$ cat config.mk
export PLATFORM = sky130hd
export DESIGN_NAME = wl_skid
export DESIGN_NICKNAME = d
export VERILOG_FILES = /design/src/rtl/wl_pkg.sv /design/src/rtl/wl_skid.sv
export SDC_FILE = /design/constraint.sdc
export NUM_CORES = 1
export LEC_CHECK = 0
export ABC_AREA = 1
export CELL_PAD_IN_SITES_DETAIL_PLACEMENT = 0
export CELL_PAD_IN_SITES_GLOBAL_PLACEMENT = 1
export CORE_MARGIN = 2
export CORE_UTILIZATION = 27
export CTS_CLUSTER_SIZE = 12
export DETAILED_ROUTE_END_ITERATION = 7
export PLACE_DENSITY = 0.6
export SETUP_SLACK_MARGIN = 0.2
export SYNTH_ARGS = -nofsm -noshare
export SYNTH_HDL_FRONTEND = slang
export SYNTH_SLANG_ARGS = --single-unit
$ cat constraint.sdc
create_clock -name clk -period 1.3 [get_ports clk]
set_input_delay 0.325 -clock clk [delete_from_list [all_inputs] [get_ports clk]]
set_output_delay 0.325 -clock clk [all_outputs]
set_load 0.02 [all_outputs]
$ cat src/rtl/wl_pkg.sv
// Shared definitions for the wl_skid two-entry skid buffer.
//   wl_state_e : occupancy state (empty / one word / two words)
//   Cnt*       : encodings presented on the cnt output
//   state_cnt  : maps a state onto its cnt encoding
package wl_pkg;

    typedef enum logic [1:0] {
        StEmpty = 2'b00,
        StBusy  = 2'b01,
        StFull  = 2'b10
    } wl_state_e;

    localparam logic [1:0] CntEmpty = 2'd0;
    localparam logic [1:0] CntBusy  = 2'd1;
    localparam logic [1:0] CntFull  = 2'd2;

    function automatic logic [1:0] state_cnt(wl_state_e st);
        logic [1:0] c;
        c = CntEmpty;
        unique case (st)
            StEmpty: c = CntEmpty;
            StBusy:  c = CntBusy;
            StFull:  c = CntFull;
            default: c = CntEmpty;
        endcase
        return c;
    endfunction

endpackage

$ cat src/rtl/wl_skid.sv
// Two-entry skid buffer with fully registered handshake outputs.
// A main register drives m_data; a skid register catches the one word that
// can arrive while downstream stalls. s_ready and m_valid come straight from
// flops, so there is no combinational path from m_ready to s_ready.
//
// Ports
//   clk      : clock, all state changes on its rising edge
//   rst      : synchronous active-high reset
//   s_valid  : upstream word valid
//   s_ready  : buffer can accept (registered)
//   s_data   : upstream payload, DW bits
//   m_valid  : downstream word valid (registered)
//   m_ready  : downstream accepts
//   m_data   : downstream payload (registered)
//   cnt      : words held, 0..2
module wl_skid
    import wl_pkg::*;
#(
    parameter int unsigned DW = 8
) (
    input  logic          clk,
    input  logic          rst,
    input  logic          s_valid,
    output logic          s_ready,
    input  logic [DW-1:0] s_data,
    output logic          m_valid,
    input  logic          m_ready,
    output logic [DW-1:0] m_data,
    output logic [1:0]    cnt
);

    wl_state_e     state_q, state_d;
    logic [DW-1:0] main_q, main_d;
    logic [DW-1:0] skid_q, skid_d;
    logic          s_ready_q;
    logic          m_valid_q;
    logic [1:0]    cnt_q;

    logic accept;
    logic deliver;

    // Handshakes use the registered flags, so s_ready stays low for the
    // first cycle out of reset even though the state is already empty.
    assign accept  = s_valid & s_ready_q;
    assign deliver = m_valid_q & m_ready;

    always_comb begin
        state_d = state_q;
        main_d  = main_q;
        skid_d  = skid_q;
        unique case (state_q)
            StEmpty: begin
                if (accept) begin
                    main_d  = s_data;
                    state_d = StBusy;
                end
            end
            StBusy: begin
                if (accept && deliver) begin
                    main_d = s_data;
                end else if (accept) begin
                    skid_d  = s_data;
                    state_d = StFull;
                end else if (deliver) begin
                    // main keeps its last value; m_data is don't-care now
                    state_d = StEmpty;
                end
            end
            StFull: begin
                // s_ready is low here, so s_valid/s_data play no part
                if (deliver) begin
                    main_d  = skid_q;
                    state_d = StBusy;
                end
            end
            default: begin
                state_d = StEmpty;
            end
        endcase
    end

    // Output flags are computed from the next state so they line up with
    // the state register after every edge.
    always_ff @(posedge clk) begin
        if (rst) begin
            state_q   <= StEmpty;
            main_q    <= '0;
            skid_q    <= '0;
            s_ready_q <= 1'b0;
            m_valid_q <= 1'b0;
            cnt_q     <= CntEmpty;
        end else begin
            state_q   <= state_d;
            main_q    <= main_d;
            skid_q    <= skid_d;
            s_ready_q <= (state_d != StFull);
            m_valid_q <= (state_d != StEmpty);
            cnt_q     <= state_cnt(state_d);
        end
    end

    assign s_ready = s_ready_q;
    assign m_valid = m_valid_q;
    assign m_data  = main_q;
    assign cnt     = cnt_q;

endmodule
==> key figures <==
Logic synthesis
  • Post-Syn Area: 1010 um2
  • Async set or reset register ratio after synthesis: 0%
  • Synth warn: 0
  • Yosys reg bits: 22
  • Cell taking the most area after synthesis: dfxtp_1
  • Cells after Synth: 137
  • Post-synth EDFFs: 0
  • Sequential share of the synthesized area: 43.7%
  • Mapped Nets: 149
  • Largest cells by area after synthesis: dfxtp_1 (44%), nand2_1 (12%), nor2_1 (10%), nand3_1 (5.0%), nor2_2 (5.0%)
  • Post-synth top area share: 43.7%
  • Yosys cell types: 18
  • Synth top cells by count: nand2_1 (33), nor2_1 (28), dfxtp_1 (22), inv_1 (10), nand3_1 (10)
  • Most used standard cell by instance count after synthesis: nand2_1
  • Synth Flop Type: dfxtp_1
  • Syn avg cell area: 7.35 um2

Critical path
  • Worst EP arrival: 0.76 ns
  • Ordered list of cells on the worst path: buf_6
  • Slowest cell on crit path: dfxtp_4
  • CP required: 0.98 ns
  • Crit path launch type: flop
  • Critical Path End Type: primary output
  • R2r setup slk: 0.23 ns
  • WP buf/inv: 1
  • Cell family with most CP delay: flip-flops
  • Crit path max fanout: 3
  • Max incr delay on CP: 0.37 ns
  • Crit Path Category: flop to primary output

Placed design
  • Routability cong.: 0.724
  • I/O Buffers: 23
  • Setup WS pre-CTS: -0.238 ns
  • Placed cell area: 1340 um2
  • HPWL Detailed: 1.62 mm

Power and ir drop
  • Peak VDD IR: 0.000422 V
  • Total power draw: 0.00163 W
  • Power density cells: 1080 nW/um2
  • Leakage: 0.697 nW

CTS
  • Cts bufs inserted: 3
  • Root Driver: clkbuf_8
  • H-Tree Depth: 1
  • Max Root-Sink Buffers: 2
  • Cts hold-fix bufs: 0
  • Clk_lat worst skew: 0.27 ns
  • Clk slew on worst S/H paths: 0.08 ns
  • Clock Sinks: 22
  • TritonCTS clock tree: done

Cells and area
  • Final Cell Area: 1510 um2
  • Nets: 187
  • Area grow syn2layout: 49.6%
  • Final-layout fill cell count: 395
  • Layout cells sized above 1: 39.1%
  • # diodes: 0
  • Final core utilization: 41.5%

Floorplan
  • Row count: 22
  • Die footprint: 4230 um2
  • Chip width: 65.1 um
  • Die Ht: 65.1 um
  • Core Footprint: 3630 um2
  • I/O pin total: 24
  • Initial Utilization: 27.7%

STA
  • Unrepaired setup endpoints after global routing: yes
  • Hold Vio Cnt, Final: 0
  • Crit path time final: 1.09 ns
  • Setup violators final: 0
  • Slew HR: 89.5%
  • Final worst slack: 0.215 ns
  • Highest clock rate: 0.922 GHz
  • Clock Skews: 0.00106 ns
  • Least-Margin Pin Slew: 0.156 ns
  • Slew Viols, Final: 0
  • Fin crit share: 83.5%

Detailed routing
  • WL final: 2.37 mm
  • Met2 routed WL: 1.02 mm
  • Top sig layer: met4
  • Drt initial violations: 17
  • Vias/cell: 4.14
  • Pre-antenna DRT Iters: 4
  • Routed met3 length: 91 um
  • Vias: 920
  • Drt drc: 0
  • Wire length per cell: 10.7 um
  • Remaining antenna violation count: 0
  • Wl on met1: 1.20 mm

Min path
  • Tightest Hold Check Type: flop to flop

Global route
  • Grt ovf: 0
  • Global-route wire length before repair: 4.03 mm
  • Total Routing Usage GR: 12.6%
  • Largest net degree at the start of global routing: 17
  • Initial antenna violation count: 0
  • Vias in the first global route: 846

Status
  • Outcome: complete, no violations

Job
  • Number of max-cap violations: 0
[worst min-delay path: stages, from the launching register on]
cell and delay [ns]:
dfxtp_1 0.33, o21ai_1 0.07, nor2_1 0.07
[timing repair]
action / CTS / global route
pin swaps: 7 / 4
gates cloned: 1 / 0
gates resized for setup: 63 / 27
setup buffers: 3 / 0
setup endpoints to repair: 33 / 27
[flip-flops by register name, indices dropped and copies added, names as in the netlist]
register,flops
m_data,8
skid_q,8
cnt,2
state_q,2
m_valid,1
s_ready,1
[placed cells by master, fill, tap and decap left out, types with 2 or more instances in the layout]
cell type	synthesis	layout
nand2_1	33	27
nor2_1	28	26
buf_4	0	18
dfxtp_1	22	13
nand3_1	10	10
inv_1	10	10
nand2_2	4	9
clkdlybuf4s50_1	0	9
o21ai_1	8	8
nor2_2	8	7
dfxtp_2	0	6
nor2_4	1	4
clkbuf_8	0	4
nand2_8	0	3
buf_6	1	3
dfxtp_4	0	3
inv_4	0	2
nand2_4	3	2
dlygate4sd2_1	0	2
buf_2	0	2
[stage by stage]
step | hold slack, ns | instances | setup TNS, ns
floorplan | 0.387 | 137 | 0
detailed placement | 0.482 | 214 | -4.26
finish | 0.502 | 222 | 0
global placement | 0.476 | 214 | -3.56
global route | 0.539 | 222 | 0
CTS | 0.505 | 222 | 0
[kinds of logic after synthesis]
family / count (synthesis) / share of synthesized area [%]
buffers and inverters: 16 / 8.70
AOI/OAI and AO/OA: 11 / 6.96
DFF: 22 / 43.7
and+or+nand+nor: 88 / 40.6
[worst paths after layout]
kind,endpoint,from,depth (start not counted)
max,s_ready,s_ready,1
min reg2reg,skid_q[3],skid_q[3],2
min,skid_q[3],skid_q[3],2
max reg2reg,m_data[6],state_q[1],7
[final cells by class]
type	count	area (um2)	share of cell area (%)
multi-input cells	100	572	38.0
flip-flops and latches	22	459	30.5
repair buffers	35	307	20.3
well taps	48	60.1	3.99
clock buffers	4	55.1	3.65
inverters	13	53.8	3.57
[power by group]
part	internal (W)	leakage [nW]	switching [W]	total, W
logic	0.000167	0.484	0.000206	0.000374
clock network	0.000271	0.0288	0.000241	0.000511
registers	0.000718	0.184	0.0000284	0.000747
[per-layer routing]
metal	vias up	global-route usage (%)
met5	-	0
met4	0	6.25
met3	5	2.26
met2	16	17.8
met1	402	18.1
li1	497	-
Power figures use the tool's default switching activity.
